===== src/rtl/axis_frame_len_check_pkg.sv =====
`default_nettype none
// ============================================================================
// Module   : axis_frame_len_check_pkg
// Purpose  : Shared types and helpers for the AXI-stream frame-length policer.
// Revision : 1.0 - initial release
// ============================================================================
package axis_frame_len_check_pkg;

  // Policer states: forwarding a frame, or dropping the tail of an oversize one
  typedef enum logic [0:0] {
    PASS    = 1'b0,
    DISCARD = 1'b1
  } state_t;

  // tuser bit that carries the bad-frame flag towards the frame FIFO
  localparam int TUSER_BAD_BIT = 0;

  // Widest tkeep the popcount helper handles; callers zero-extend into it
  localparam int KEEP_MAX = 64;

  // Number of valid bytes in a beat
  function automatic int unsigned popcount_keep(input logic [KEEP_MAX-1:0] keep);
    int unsigned n;
    n = 0;
    for (int i = 0; i < KEEP_MAX; i++) begin
      n = n + 32'(keep[i]);
    end
    return n;
  endfunction

endpackage
`default_nettype wire


===== src/rtl/axis_frame_len_check_if.sv =====
`default_nettype none
// ============================================================================
// Module   : axis_frame_len_check_if
// Purpose  : AXI-stream bundle (tdata/tkeep/tvalid/tready/tlast/tuser).
// Revision : 1.0 - initial release
// ============================================================================
interface axis_frame_len_check_if #(
  parameter int DATA_BYTES = 8,
  parameter int USER_WIDTH = 1
);
  logic [8*DATA_BYTES-1:0] tdata;
  logic [DATA_BYTES-1:0]   tkeep;
  logic                    tvalid;
  logic                    tready;
  logic                    tlast;
  logic [USER_WIDTH-1:0]   tuser;

  modport master (output tdata, tkeep, tvalid, tlast, tuser, input tready);
  modport slave  (input tdata, tkeep, tvalid, tlast, tuser, output tready);
endinterface
`default_nettype wire


===== src/rtl/axis_frame_len_check_reg_skid.sv =====
`default_nettype none
// ============================================================================
// Module   : axis_reg_skid
// Purpose  : One-stage registered stream slice with a skid register. in_ready
//            is a flop, so no combinational path runs from out_ready to
//            in_ready, and full throughput is kept while out_ready is high.
// Revision : 1.0 - initial release
// ============================================================================
module axis_reg_skid #(
  parameter int WIDTH = 8
) (
  input  logic             clk,
  input  logic             async_rst,
  input  logic [WIDTH-1:0] in_data,
  input  logic             in_valid,
  output logic             in_ready,
  output logic [WIDTH-1:0] out_data,
  output logic             out_valid,
  input  logic             out_ready
);

  logic             r_ready;
  logic             r_out_valid;
  logic [WIDTH-1:0] r_out_data;
  logic             r_skid_valid;
  logic [WIDTH-1:0] r_skid_data;
  logic             w_accept;
  logic             w_load;
  logic             w_skid_next;

  // Output register may take new data when empty or being consumed; the skid
  // fills only when a beat is accepted while the output is stalled
  always_comb begin
    w_accept    = in_valid & r_ready;
    w_load      = out_ready | ~r_out_valid;
    w_skid_next = w_load ? 1'b0 : (r_skid_valid | w_accept);
  end

  // Output/skid registers; ready is the registered "skid will be empty"
  always_ff @(posedge clk or posedge async_rst) begin
    if (async_rst) begin
      r_ready      <= 1'b0;
      r_out_valid  <= 1'b0;
      r_out_data   <= '0;
      r_skid_valid <= 1'b0;
      r_skid_data  <= '0;
    end else begin
      if (w_load) begin
        if (r_skid_valid) begin
          r_out_valid <= 1'b1;
          r_out_data  <= r_skid_data;
        end else begin
          r_out_valid <= w_accept;
          if (w_accept) r_out_data <= in_data;
        end
      end else if (w_accept) begin
        r_skid_data <= in_data;
      end
      r_skid_valid <= w_skid_next;
      r_ready      <= ~w_skid_next;
    end
  end

  assign in_ready  = r_ready;
  assign out_valid = r_out_valid;
  assign out_data  = r_out_data;

endmodule
`default_nettype wire


===== src/rtl/axis_frame_len_check.sv =====
`default_nettype none
// ============================================================================
// Module   : axis_frame_len_check
// Purpose  : Inline AXI-stream frame-length policer. Flags runt frames and
//            truncates oversize frames (forced tlast + bad flag) so a
//            downstream drop-bad-frame FIFO discards them.
// Revision : 1.0 - initial release
// ============================================================================
module axis_frame_len_check
  import axis_frame_len_check_pkg::*;
#(
  parameter int DATA_BYTES = 8,
  parameter int USER_WIDTH = 1,
  parameter int MIN_BYTES  = 64,
  parameter int MAX_BYTES  = 1518,
  parameter int STAT_WIDTH = 32
) (
  input  logic                  clk,
  input  logic                  async_rst,
  axis_frame_len_check_if.slave  s_axis,
  axis_frame_len_check_if.master m_axis,
  input  logic                  stat_clear,
  output logic [STAT_WIDTH-1:0] runt_count,
  output logic [STAT_WIDTH-1:0] oversize_count,
  output logic                  frame_good
);

  localparam int CNT_W   = $clog2(MAX_BYTES + DATA_BYTES + 1);
  localparam int SLICE_W = 8*DATA_BYTES + DATA_BYTES + 1 + USER_WIDTH;

  // Parameter sanity checks
  if (MIN_BYTES < 1 || MIN_BYTES > MAX_BYTES) begin : g_chk_limits
    $error("axis_frame_len_check: need 1 <= MIN_BYTES <= MAX_BYTES");
  end
  if (DATA_BYTES < 1 || DATA_BYTES > KEEP_MAX) begin : g_chk_data
    $error("axis_frame_len_check: DATA_BYTES out of range");
  end
  if (USER_WIDTH < 1) begin : g_chk_user
    $error("axis_frame_len_check: USER_WIDTH must be >= 1");
  end

  state_t                r_state, w_state_next;
  logic [CNT_W-1:0]      r_byte_cnt, w_byte_cnt_next;
  logic [CNT_W-1:0]      w_beat_bytes, w_sum;
  logic [KEEP_MAX-1:0]   w_keep_ext;
  logic                  w_over, w_runt, w_accept;
  logic                  w_slice_valid, w_slice_ready, w_out_valid;
  logic                  w_out_last;
  logic [USER_WIDTH-1:0] w_out_user;
  logic                  w_inc_runt, w_inc_over, w_good;
  logic [SLICE_W-1:0]    w_slice_in, w_slice_out;

  // In DISCARD the input is always ready since dropped beats never reach the slice
  assign s_axis.tready = (r_state == DISCARD) | w_slice_ready;
  assign w_accept      = s_axis.tvalid & s_axis.tready;

  // Next-state, byte count and policed beat fields
  always_comb begin
    w_keep_ext                 = '0;
    w_keep_ext[DATA_BYTES-1:0] = s_axis.tkeep;
    w_beat_bytes    = CNT_W'(popcount_keep(w_keep_ext));
    w_sum           = r_byte_cnt + w_beat_bytes;
    w_over          = w_sum > CNT_W'(MAX_BYTES);
    w_runt          = w_sum < CNT_W'(MIN_BYTES);
    w_state_next    = r_state;
    w_byte_cnt_next = r_byte_cnt;
    w_out_last      = s_axis.tlast;
    w_out_user      = s_axis.tuser;
    w_slice_valid   = 1'b0;
    w_inc_runt      = 1'b0;
    w_inc_over      = 1'b0;
    w_good          = 1'b0;
    case (r_state)
      PASS: begin
        w_slice_valid = s_axis.tvalid;
        if (w_over) begin
          w_out_last                = 1'b1;
          w_out_user[TUSER_BAD_BIT] = 1'b1;
        end else if (s_axis.tlast) begin
          w_out_user[TUSER_BAD_BIT] = s_axis.tuser[TUSER_BAD_BIT] | w_runt;
        end
        if (w_accept) begin
          if (w_over) begin
            // Length limit wins over the runt check
            w_inc_over      = 1'b1;
            w_byte_cnt_next = '0;
            if (!s_axis.tlast) w_state_next = DISCARD;
          end else if (s_axis.tlast) begin
            w_inc_runt      = w_runt;
            w_good          = ~w_out_user[TUSER_BAD_BIT];
            w_byte_cnt_next = '0;
          end else begin
            w_byte_cnt_next = w_sum;
          end
        end
      end
      DISCARD: begin
        if (w_accept && s_axis.tlast) begin
          w_state_next    = PASS;
          w_byte_cnt_next = '0;
        end
      end
      default: begin
        w_state_next    = PASS;
        w_byte_cnt_next = '0;
      end
    endcase
  end

  // FSM state and running byte count
  always_ff @(posedge clk or posedge async_rst) begin
    if (async_rst) begin
      r_state    <= PASS;
      r_byte_cnt <= '0;
    end else begin
      r_state    <= w_state_next;
      r_byte_cnt <= w_byte_cnt_next;
    end
  end

  // Saturating event counters (clear beats increment) and good-frame pulse
  always_ff @(posedge clk or posedge async_rst) begin
    if (async_rst) begin
      runt_count     <= '0;
      oversize_count <= '0;
      frame_good     <= 1'b0;
    end else begin
      frame_good <= w_good;
      if (stat_clear) runt_count <= '0;
      else if (w_inc_runt && runt_count != '1) runt_count <= runt_count + STAT_WIDTH'(1);
      if (stat_clear) oversize_count <= '0;
      else if (w_inc_over && oversize_count != '1) oversize_count <= oversize_count + STAT_WIDTH'(1);
    end
  end

  assign w_slice_in = {s_axis.tdata, s_axis.tkeep, w_out_last, w_out_user};

  axis_reg_skid #(
    .WIDTH (SLICE_W)
  ) u_slice (
    .clk       (clk),
    .async_rst (async_rst),
    .in_data   (w_slice_in),
    .in_valid  (w_slice_valid),
    .in_ready  (w_slice_ready),
    .out_data  (w_slice_out),
    .out_valid (w_out_valid),
    .out_ready (m_axis.tready)
  );

  assign m_axis.tvalid = w_out_valid;
  assign {m_axis.tdata, m_axis.tkeep, m_axis.tlast, m_axis.tuser} = w_slice_out;

endmodule
`default_nettype wire


===== src/flat_wrapper.sv =====
// flat-port wrapper written by rule: the top's interface ports become plain ports
module axis_frame_len_check_flat import axis_frame_len_check_pkg::*;
#(
  parameter int DATA_BYTES = 8,
  parameter int USER_WIDTH = 1,
  parameter int MIN_BYTES  = 64,
  parameter int MAX_BYTES  = 1518,
  parameter int STAT_WIDTH = 32
)
  (clk, async_rst, stat_clear, runt_count, oversize_count, frame_good, s_axis_tdata, s_axis_tkeep, s_axis_tvalid, s_axis_tlast, s_axis_tuser, s_axis_tready, m_axis_tdata, m_axis_tkeep, m_axis_tvalid, m_axis_tlast, m_axis_tuser, m_axis_tready);
  axis_frame_len_check_if #(.DATA_BYTES(DATA_BYTES), .USER_WIDTH(USER_WIDTH)) s_axis_i ();
  axis_frame_len_check_if #(.DATA_BYTES(DATA_BYTES), .USER_WIDTH(USER_WIDTH)) m_axis_i ();
  input  logic clk;
  input  logic async_rst;
  input  logic stat_clear;
  output logic [STAT_WIDTH-1:0] runt_count;
  output logic [STAT_WIDTH-1:0] oversize_count;
  output logic frame_good;
  input wire logic [$bits(s_axis_i.tdata)-1:0] s_axis_tdata;
  input wire logic [$bits(s_axis_i.tkeep)-1:0] s_axis_tkeep;
  input wire logic [$bits(s_axis_i.tvalid)-1:0] s_axis_tvalid;
  input wire logic [$bits(s_axis_i.tlast)-1:0] s_axis_tlast;
  input wire logic [$bits(s_axis_i.tuser)-1:0] s_axis_tuser;
  output wire logic [$bits(s_axis_i.tready)-1:0] s_axis_tready;
  output wire logic [$bits(m_axis_i.tdata)-1:0] m_axis_tdata;
  output wire logic [$bits(m_axis_i.tkeep)-1:0] m_axis_tkeep;
  output wire logic [$bits(m_axis_i.tvalid)-1:0] m_axis_tvalid;
  output wire logic [$bits(m_axis_i.tlast)-1:0] m_axis_tlast;
  output wire logic [$bits(m_axis_i.tuser)-1:0] m_axis_tuser;
  input wire logic [$bits(m_axis_i.tready)-1:0] m_axis_tready;
  assign s_axis_i.tdata = s_axis_tdata;
  assign s_axis_i.tkeep = s_axis_tkeep;
  assign s_axis_i.tvalid = s_axis_tvalid;
  assign s_axis_i.tlast = s_axis_tlast;
  assign s_axis_i.tuser = s_axis_tuser;
  assign s_axis_tready = s_axis_i.tready;
  assign m_axis_tdata = m_axis_i.tdata;
  assign m_axis_tkeep = m_axis_i.tkeep;
  assign m_axis_tvalid = m_axis_i.tvalid;
  assign m_axis_tlast = m_axis_i.tlast;
  assign m_axis_tuser = m_axis_i.tuser;
  assign m_axis_i.tready = m_axis_tready;
  axis_frame_len_check #(.DATA_BYTES(DATA_BYTES), .USER_WIDTH(USER_WIDTH), .MIN_BYTES(MIN_BYTES), .MAX_BYTES(MAX_BYTES), .STAT_WIDTH(STAT_WIDTH)) u_core (.clk(clk), .async_rst(async_rst), .s_axis(s_axis_i), .m_axis(m_axis_i), .stat_clear(stat_clear), .runt_count(runt_count), .oversize_count(oversize_count), .frame_good(frame_good));
endmodule

===== config.mk =====
export PLATFORM = sky130hd
export DESIGN_NAME = axis_frame_len_check_flat
export DESIGN_NICKNAME = d
export VERILOG_FILES = /design/src/rtl/axis_frame_len_check_pkg.sv /design/src/rtl/axis_frame_len_check_if.sv /design/src/rtl/axis_frame_len_check_reg_skid.sv /design/src/rtl/axis_frame_len_check.sv /design/src/flat_wrapper.sv
export SDC_FILE = /design/constraint.sdc
export NUM_CORES = 1
export LEC_CHECK = 0
export BUFFER_PORTS_ARGS = -buffer_cell sky130_fd_sc_hd__buf_2
export CORE_UTILIZATION = 44
export DETAILED_ROUTE_END_ITERATION = 12
export GPL_ROUTABILITY_DRIVEN = 0
export GPL_TIMING_DRIVEN = 1
export PLACE_DENSITY = 0.66
export SYNTH_ARGS = -nofsm -noshare
export SYNTH_HDL_FRONTEND = slang
export SYNTH_SLANG_ARGS = --single-unit

===== constraint.sdc =====
create_clock -name clk -period 13.8 [get_ports clk]
set_clock_uncertainty 0.1 [all_clocks]
set_input_delay 0 -clock clk [delete_from_list [all_inputs] [get_ports clk]]
set_output_delay 0 -clock clk [all_outputs]
set_load 0.005 [all_outputs]

Word level (Yosys, flattened, before mapping)

Cells that the tools add are included.

Flip-flop bits (word level): 228
Bits in latches: 0
RAM bits: 0
ROM bits: 0
Output and inout bits: 141
Word-level logic and storage cells: 82
Memories: 0

Add/sub/neg operators: 10
Multipliers: 0
Div/mod/pow operators: 0
Magnitude comparators: 2
Eq/ne operators: 4
Shifts and indexed selects: 0
Multiplexer cells: 36
Bitwise operators: 11
Reductions and logical operators: 9

Operators by type and width:

| kind                    | count |
|---|---|
| $mux W74                | 2 |
| $mux W32                | 4 |
| $add A11 B1 Y11         | 6 |
| $add A32 B1 Y32 const B | 2 |
| $ne A32 B32 Y1 const B  | 2 |
| $mux W11                | 4 |
| $mux W1                 | 24 |
| $pmux W11 S2            | 1 |
| $add A11 B11 Y11        | 1 |
| $gt A11 B11 Y1 const B  | 1 |
| $lt A11 B7 Y1 const B   | 1 |
| $reduce_and A2 Y1       | 3 |
| $reduce_bool A2 Y1      | 3 |
| $not A1 Y1              | 5 |
| $or A1 B1 Y1            | 4 |
| $logic_and A1 B1 Y1     | 3 |
| $add A1 B1 Y2           | 1 |
| $and A1 B1 Y1           | 2 |
| $ne A2 B1 Y1 const B    | 1 |
| $ne A2 B2 Y1 const B    | 1 |
| $pmux W1 S2             | 1 |

Logic depth before layout (Yosys ltp)

Gate-level depths: netlist of the first run.

Depth after elaboration: 18
Depth in mapped cells: 18

Hierarchy

From an unflattened synthesis of the first run, not the netlist that was laid out.

Cell total of the unflattened synthesis: 961
Area, all modules: 11,728.7 µm²

Modules (own cells, without submodules):

| module               | times used | cells an instance | area each (µm²) |
|---|---|---|---|
| axis_reg_skid        | 1          | 406               | 6,869.1 |
| axis_frame_len_check | 1          | 555               | 4,859.7 |

Worst setup path after synthesis of the first run

No wires, ideal clock.

Kind: in2reg
From: input port s_axis_tkeep[0]
To: register u_core.oversize_count[16]
Library setup time: 125 ps
Arrival time: 4,051 ps
Required time: 13,575 ps
Path slack: 9,524 ps
Stages: 17
Path buffers: 1
Path through: ha_1 > inv_1 > fa_1 > fa_1 > fa_1 > inv_1 > ha_1 > inv_1 > fa_1 > and2b_1 > o2111ai_2 > a21o_1 > a221oi_2 > a21oi_2 > buf_2 > nor4_1 > mux2_2

Cells in the longest elaborated chain, start to end: 14

RTL lines:

| element                             | RTL line                       | RTL |
|---|---|---|
| start, declared                     | flat_wrapper.sv:20             | `input wire logic [$bits(s_axis_i.tkeep)-1:0] s_axis_tkeep;` |
| $add A1 B1 Y2                       | axis_frame_len_check_pkg.sv:26 | `n = n + 32'(keep[i]);` |
| $add A11 B1 Y11 (6 in a row)        | axis_frame_len_check_pkg.sv:26 |  |
| $add A11 B11 Y11                    | axis_frame_len_check.sv:62     | `w_sum = r_byte_cnt + w_beat_bytes;` |
| $gt A11 B11 Y1                      | axis_frame_len_check.sv:63     | `w_over = w_sum > CNT_W'(MAX_BYTES);` |
| $mux W1                             | axis_frame_len_check.sv:83     | `if (w_over) begin` |
| $mux W1                             | axis_frame_len_check.sv:82     | `if (w_accept) begin` |
| $mux W1                             | axis_frame_len_check.sv:73     | `case (r_state)` |
| $logic_and A1 B1 Y1                 | axis_frame_len_check.sv:132    | `else if (w_inc_over && oversize_count != '1) oversize_count <= oversize_count + STAT_WIDTH'(1);` |
| $reduce_bool A2 Y1 (no source line) | -                              |  |
| end signal, assigned                | axis_frame_len_check.sv:132    |  |
| end, declared                       | axis_frame_len_check.sv:24     | `output logic [STAT_WIDTH-1:0] oversize_count,` |

No other way between the ends.
A chain may end at the register's enable or synchronous reset.

Final worst setup path of the first run

From: input port s_axis_tkeep[1]
To: register u_core.runt_count[17]

Cells in the longest elaborated chain, start to end: 15
Elaborated cells on any way between the ends: 16
Classes of those cells: add/sub (8); order compare (2); mux (4); reduce/logical (2)

RTL lines:

| element                               | RTL line                       | RTL |
|---|---|---|
| $add A1 B1 Y2 *                       | axis_frame_len_check_pkg.sv:26 |  |
| $add A11 B1 Y11 * (6 in a row)        | axis_frame_len_check_pkg.sv:26 |  |
| $add A11 B11 Y11 *                    | axis_frame_len_check.sv:62     |  |
| $lt A11 B7 Y1                         | axis_frame_len_check.sv:64     | `w_runt = w_sum < CNT_W'(MIN_BYTES);` |
| $mux W1                               | axis_frame_len_check.sv:88     | `end else if (s_axis.tlast) begin` |
| $mux W1 *                             | axis_frame_len_check.sv:83     |  |
| $mux W1 *                             | axis_frame_len_check.sv:82     |  |
| $mux W1 *                             | axis_frame_len_check.sv:73     |  |
| $logic_and A1 B1 Y1 *                 | axis_frame_len_check.sv:130    | `else if (w_inc_runt && runt_count != '1) runt_count <= runt_count + STAT_WIDTH'(1);` |
| $reduce_bool A2 Y1 (no source line) * | -                              |  |
| end signal, assigned                  | axis_frame_len_check.sv:130    |  |
| end, declared                         | axis_frame_len_check.sv:23     | `output logic [STAT_WIDTH-1:0] runt_count,` |

Mark *: on every way between the ends. The rest lies on a longest branch, timed or not.

==> results.ini, run 1 <==
[floorplanning]
die_area_mm2 = 0.02571
core.rowCount = 57
die_h_um = 160.4
ios = 220
initial_core_util = 0.4510
coreArea_mm2 = 0.02446
fp.dieW_um = 160.4

[drt]
drt_iter0_drc = 447
via_per_inst = 5.456
wl_um = 27150
post_drt_wl_per_cell_um = 16.36
first_pass_iters = 5
drtAntennaViolNets = 0
vias = 9051
drc = 0

[worst_setup_path]
critPathTopFamily = adder cells
worstSetupStartpoint = s_axis_tkeep[1]
timing.rr.start = u_core.r_byte_cnt[1]
required_ns = 14.16
path_cells = dlygate4sd3_1, buf_2, ha_1, inv_1, fa_1, fa_1, fa_1, inv_1, ha_1, inv_1, fa_1, and2b_1, o2111ai_2, a211oi_1, o211a_1, nand4_1, or4_1, a21oi_1
cpMostUsedCell = fa_1
cp_slowest_cell = or4_1
worst-path-stages = 18
reg2reg_setup_slack_ns = 9.26
cp-endpoint = u_core.runt_count[17]
critPathMaxFanout = 29
endpoint_kind = flop
path_class = in -> reg
rr_endpoint = u_core.runt_count[17]
r2r_cells = 12
slowest_delay_ns = 0.76
critPathLaunchType = input port
crit_buf_inv = 5
worstPathArrival_ns = 5.68

[timing]
fin_hold_ws_ns = -0.0005088
period_share = 0.3855
slew_violations = 0
fmax_mhz = 188.0
final-hold-violation-count = 1
grt_setup_unrepaired = false
worst_pin_slew_ns = 1.002
setup_viol = 0
min_period_ns = 5.319
tns_ns = 0
relSlewSlack = 0.3318

[status]
failed_checks = hold timing
status = complete, but fails checks

[logic_synthesis]
synth_cell_types = 59
synth_edf_count = 0
synthTopCellsByArea = dfrtp_1, mux2_2, mux2i_1, o21ai_0, nand2_1
synth_top_area_cell = dfrtp_1
synth_top_area_frac = 0.5171
postSynthCellCount = 1042
avgSynthCellArea_um2 = 10.59
synthArstFlopShare = 1.000
synth_area_mm2 = 0.01103
synth_seq_cells = 228
synth_top_flop_cell = dfrtp_1
synth_warnings = 0
ys_seq_area_frac = 0.5171
synth_fp_nets = 1139

[global_route]
grt_pass1_wl_um = 45570
grt_max_degree = 115
antenna_found_initial = 0
grt_pass1_vias = 9097
grt.total_usage = 0.2130
grt_overflow = 0

[cells_and_area]
drive_above_1_share = 0.2787
fill_cells = 2091
utilization = 0.5794
ff_latch_area_mm2 = 0.005709
nNetsFinal = 1411
num_antenna_cells = 0
syn2layout_area_growth_pct = 28.45
multi_input_area_mm2 = 0.004997

[placed_design]
dpl.hpwl_um = 17160
portBuffers = 219

[clock_tree]
cts_sinks = 228
clock_latency_ns = 0.54
cts_buffers = 27
cts_buffer_depth = 3
clk_pin_slew_ns = 0.06
cts_tree = built
clockRootBuffer = clkbuf_16
cts_max_level = 1

[run]
cap_violations = 0

[power_and_ir_drop]
powerDensity_mw_per_mm2 = 144.8
irDropWorstVdd_uv = 122.2
p_leak_nw = 6.351

[worst_hold_path]
hp-class = in -> async

## repair_timing
| item | in CTS | in global routing |
|---|---|---|
| resized for setup | 0 | 0 |
| endpoints found under the hold margin | 251 | 0 |
| buffers inserted | 0 | 0 |
| hold buffers | 79 | 0 |
## flip-flops by register name (all words and copies together), names as in the netlist
register	cells
u_core.u_slice.in_ready	1
u_core.runt_count	32
u_core.u_slice.r_skid_valid	1
u_core.u_slice.out_data	74
u_core.oversize_count	32
u_core.r_byte_cnt	11
u_core.r_state	1
u_core.frame_good	1
u_core.u_slice.out_valid	1
u_core.u_slice.r_skid_data	74
## cell families (layout without fill, tap and decap cells)
family                     after synthesis  after routing  share of synthesized area
AOI/OAI and AO/OA                      243            243                     0.1294
muxes                                  152            152                     0.1469
xor gates and xnor gates                 5              5                   0.003970
buffers and inverters                   90            383                    0.03232
DFF                                    228            228                     0.5171
adders and majority gates               18             18                    0.02313
and+or+nand+nor                        306            306                     0.1472
## how the worst min path moves through the flow
stage | slack, ns | start | endpoint
final | -0.0005 | async_rst | u_core.u_slice.r_skid_data[51]
after global routing | 0.07 | stat_clear | u_core.runt_count[11]
after CTS | 0.02 | stat_clear | u_core.runt_count[3]
after detailed placement | 0.07 | async_rst | u_core.u_slice.out_data[51]
after global placement | 0.07 | async_rst | u_core.u_slice.out_data[51]
after floorplan | -0.03 | s_axis_tuser | u_core.frame_good
## metal layers
layer	vias up	share of wire	GRT usage
met5	-	0	0
met4	0	0.033	0.07273
met3	57	0.054	0.04416
met2	212	0.48	0.3508
met1	4446	0.43	0.2797
li1	4336	-	-
## per-stage QoR
stage	setup slack, ns	cells	cell area (µm²)	power, mW
finish	8.481	1659	14170	2.052
global route	8.097	1659	14170	2.160
CTS	8.430	1659	14170	2.072
detailed placement	8.422	1530	12380	1.258
global placement	8.579	1530	12380	1.242
floorplan	7.452	1042	11030	1.110
## worst reg2reg max path, stage by stage, from the launching register on
cell,delay (ns)
dfrtp_1,0.40
ha_1,0.30
ha_1,0.29
ha_1,0.30
inv_1,0.06
fa_1,0.46
and2b_1,0.26
o2111ai_2,0.15
a211oi_1,0.24
o211a_1,0.24
nand4_1,0.75
or4_1,0.77
a21oi_1,0.14
## cell usage after synthesis, types with 2 or more instances
| cell | count |
|---|---|
| o31ai_1 | 31 |
| o21a_1 | 2 |
| nor2b_1 | 4 |
| a21oi_2 | 2 |
| mux2_2 | 79 |
| or4_1 | 30 |
| xor2_1 | 3 |
| o21ai_0 | 109 |
| nand2b_1 | 7 |
| nand4_1 | 22 |
| xnor2_1 | 2 |
| buf_1 | 8 |
| or2_2 | 3 |
| buf_2 | 8 |
| and3_1 | 12 |
| a21oi_1 | 68 |
| inv_1 | 27 |
| nand3_1 | 34 |
| dfrtp_1 | 228 |
| a21boi_0 | 2 |
| nor3_1 | 6 |
| and4_1 | 8 |
| mux2i_1 | 73 |
| or3_1 | 29 |
| nor4_1 | 4 |
| a22o_1 | 2 |
| nor2_1 | 24 |
| and2_1 | 5 |
| fa_1 | 4 |
| ha_1 | 14 |
| clkbuf_1 | 45 |
| a21o_1 | 10 |
| a31oi_1 | 2 |
| nand2_1 | 110 |
## power by group
part | internal (mW) | switching, mW
registers | 0.798 | 0.0702
logic | 0.194 | 0.199
clock network | 0.493 | 0.297
total | 1.49 | 0.566
## area by class of cell
type                    instances  area share
clock buffers                  36     0.05500
clock inverters                14     0.01589
inverters                      27    0.007681
multi-input cells             724      0.3526
flip-flops and latches        228      0.4028
well taps                     324     0.02860
repair buffers                306      0.1374
## cells in the final DEF, fill, tap and decap left out, types with 8 or more instances in the layout
master         Yosys  layout
mux2_2            79      79
dlygate4sd3_1      0      79
and3_1            12      12
dfrtp_1          228     227
and4_1             8       8
ha_1              14      14
a21o_1            10      10
a21oi_1           68      68
nand2_1          110     110
clkbuf_16          0      27
nand3_1           34      34
o31ai_1           31      31
buf_4              0       8
inv_1             27      26
o21ai_0          109     108
nand4_1           22      22
or4_1             30      30
nor2_1            24      23
or3_1             29      29
mux2i_1           73      73
buf_2              8     219
No activity file was read; power rests on OpenSTA's default activity.
==> inputs of run 2 (changes only) <==
ABC_AREA = 1   (was default)
clock period = 5.5 ns   (was 13.8 ns; I/O delays follow)
==> run 2 against run 1 <==
  * Hold slack better by 0.079 ns
  * The flow now finishes without violations
  * Global-route usage is 0.90 points higher
  * Setup slack got worse by 7.9 ns
  * Critical path type unchanged
  * Highest routed layer unchanged
  * Sequential power rose to 2.8 times the previous value
==> results.ini, run 2 <==
[cells_and_area]
most-common-layout-cells = nand2_1, dfrtp_1, buf_2
layout_commonest_cell = nand2_1
fin_cells = 1979  ; +19%
fill_cells = 2334  ; +12%
drive_above_1_share = 0.2318  ; -0.04690
syn2layout_area_growth_pct = 26.15
nNetsFinal = 1721  ; +22%
utilization = 0.5635  ; -0.01589
ff_latch_area_mm2 = 0.005707  ; about the same
postLayoutCellArea_mm2 = 0.01464  ; +3.3%
multi_input_area_mm2 = 0.005260  ; +5.3%
num_antenna_cells = 0  ; unchanged

[drt]
first_pass_iters = 5  ; unchanged
vias = 10270  ; +13%
post_drt_wl_per_cell_um = 15.27  ; -6.7%
via_per_inst = 5.191  ; -4.9%
wl_um = 30230  ; +11%
drtAntennaViolNets = 0  ; unchanged
drt_iter0_drc = 758  ; +70%
drc = 0  ; unchanged

[timing]
final-hold-violation-count = 0  ; -1
slew_violations = 0  ; unchanged
grt_setup_unrepaired = false
tns_ns = 0  ; unchanged
relSlewSlack = 0.2360  ; -0.09578
worst_pin_slew_ns = 1.146  ; +0.1437 ns
min_period_ns = 4.940
fmax_mhz = 202.4
setup_viol = 0  ; unchanged
period_share = 0.8982

[logic_synthesis]
synthArstFlopShare = 1.000  ; unchanged
synth_top_area_cell = dfrtp_1
synth_warnings = 0  ; unchanged
synthTopCellsByArea = dfrtp_1, nand2_1, mux2_2, nor2_1, a31oi_1
synth_edf_count = 0  ; unchanged
postSynthCellCount = 1351  ; +30%
synth_fp_nets = 1448  ; +27%
yosys-top-cells-count = nand2_1, dfrtp_1, nor2_1
yosysMostFrequentCell = nand2_1
avgSynthCellArea_um2 = 8.591  ; -19%
synth_top_flop_cell = dfrtp_1
synth_area_mm2 = 0.01161  ; +5.2%
synth_top_area_frac = 0.4916  ; -0.02553
synth_cell_types = 40  ; -32%
synth_seq_cells = 228  ; unchanged
ys_seq_area_frac = 0.4916  ; -0.02553

[clock_tree]
cts_sinks = 228  ; unchanged
cts_setup_buffers = 0  ; unchanged
clock_latency_ns = 0.52  ; -0.02 ns
clk_pin_slew_ns = 0.06  ; about the same
cts_buffer_depth = 3  ; unchanged
cts_max_level = 1  ; unchanged
clockRootBuffer = clkbuf_16
cts_buffers = 26  ; -3.7%
cts_tree = built

[global_route]
antenna_found_initial = 0  ; unchanged
grt_pass1_wl_um = 48860  ; +7.2%
grt_pass1_vias = 9776  ; +7.5%
grt.total_usage = 0.2220  ; +0.009043
grt_max_degree = 169  ; +47%
grt_overflow = 0  ; unchanged

[worst_hold_path]
whs_path_depth = 2
min_to = u_core.oversize_count[1]
hp-start = stat_clear
hp-class = in -> reg

[worst_setup_path]
reg2reg_setup_slack_ns = 1.37  ; -7.89 ns
required_ns = 5.81  ; -8.35 ns
timing.rr.start = u_core.r_byte_cnt[1]
critPathLaunchType = input port
endpoint_kind = flop
path_class = in -> reg
critPathMaxFanout = 4  ; -86%
rr_endpoint = u_core.frame_good
slowest_delay_ns = 0.56  ; -0.20 ns
r2r_cells = 19  ; +7
worstPathArrival_ns = 5.25  ; -0.43 ns
cp_slowest_cell = dlygate4sd3_1
cpMostUsedCell = nand2_1

[power_and_ir_drop]
powerDensity_mw_per_mm2 = 388.8  ; +170%
p_leak_nw = 6.821  ; +7.4%
irDropWorstVdd_uv = 292.2  ; +140%

[floorplanning]
core.rowCount = 59  ; +3.5%
coreArea_mm2 = 0.02598  ; +6.2%
fp.dieW_um = 164.4  ; +2.5%
die_h_um = 164.4  ; +2.5%
ios = 220  ; unchanged
initial_core_util = 0.4466  ; -0.004377
die_area_mm2 = 0.02703  ; +5.1%

[status]
status = completed

[placed_design]
portBuffers = 219  ; unchanged
place_inst = 1851  ; +21%
dpl_cell_area_mm2 = 0.01289  ; +4.2%
dpl.hpwl_um = 19630  ; +14%

[run]
cap_violations = 0  ; unchanged

==> run 2: changes by cell type after synthesis, sizes merged, moves of 17 or more <==
cell	previous run	this run
inv	27	90
a21oi	70	12
clkbuf	46	29
a31oi	2	73
xor2	3	27
nor2	24	173
nand3	35	64
xnor2	2	21
o21ai	109	32
or4	30	0
nand2	110	390
or3	29	0
mux2i	73	0
nor3	6	31
==> run 2: worst max-delay path by stage <==
stage	from	endpoint	slack, ns	cells after the start
floorplan	s_axis_tkeep[0]	u_core.runt_count[10]	1.73	23
global placement	s_axis_tkeep[0]	u_core.runt_count[22]	0.88	26
detailed placement	s_axis_tkeep[0]	u_core.runt_count[19]	0.84	24
CTS	s_axis_tkeep[0]	u_core.frame_good	0.60	25
global route	s_axis_tkeep[0]	u_core.frame_good	0.27	25
finish	s_axis_tkeep[0]	u_core.frame_good	0.56	25
==> run 2: cells by family after synthesis <==
family	count (synthesis)	share of synthesized area
flip-flops	228	0.4916
adder cells (fa/ha/maj)	18	0.02199
XOR/XNOR	48	0.03622
AND/OR/NAND/NOR	695	0.2509
buffers and inverters	151	0.05584
multiplexers	67	0.06501
AO/OA/AOI/OAI	144	0.07848
==> run 2: layout make-up <==
type,count,area share
flip-flops and latches,228,0.3898
multi-input cells,972,0.3593
repair buffers,306,0.1340
clock buffers,38,0.05580
well taps,335,0.02863
inverters,90,0.02350
clock inverters,10,0.009058
==> run 2: power by group <==
part           switching, mW  internal (mW)  leakage, nW
registers              0.251           2.18         2.81
clock network          0.703           1.17        0.464
logic                  0.736          0.654         3.55
==> run 2: timing repair <==
action / 4_1_cts / 5_1_grt
endpoints found under the hold margin: 392 / 0
hold buffers: 80 / 0
gates resized for setup: 0 / 0
setup endpoints to repair: 0 / 0
==> run 2: per-layer routing <==
layer / track usage / up-vias / routed length (µm) / share of wire
met4: 0.06172 / 0 / 707 / 0.023
li1: - / 5022 / - / -
met3: 0.03164 / 54 / 1890 / 0.063
met5: 0 / - / 0 / 0
met2: 0.3696 / 353 / 13940 / 0.46
met1: 0.3019 / 4843 / 13690 / 0.45
==> run 2: critical path, delay by kind of cell <==
| kind | cells | cell delay, ns |
|---|---|---|
| buffers and inverters | 8 | 2.12 |
| adders and majority gates | 6 | 2.22 |
| and+or+nand+nor | 10 | 0.82 |
| AOI/OAI and AO/OA | 1 | 0.08 |
==> run 2: through the flow <==
stage | setup slack (ns) | hold WS (ns) | power (mW)
floorplan | 1.727 | 0.04290 | 3.320
global placement | 0.8768 | 0.1492 | 3.762
global route | 0.2670 | 0.1406 | 6.049
finish | 0.5599 | 0.07858 | 5.692
CTS | 0.6016 | 0.06093 | 5.742
detailed placement | 0.8411 | 0.1511 | 3.813
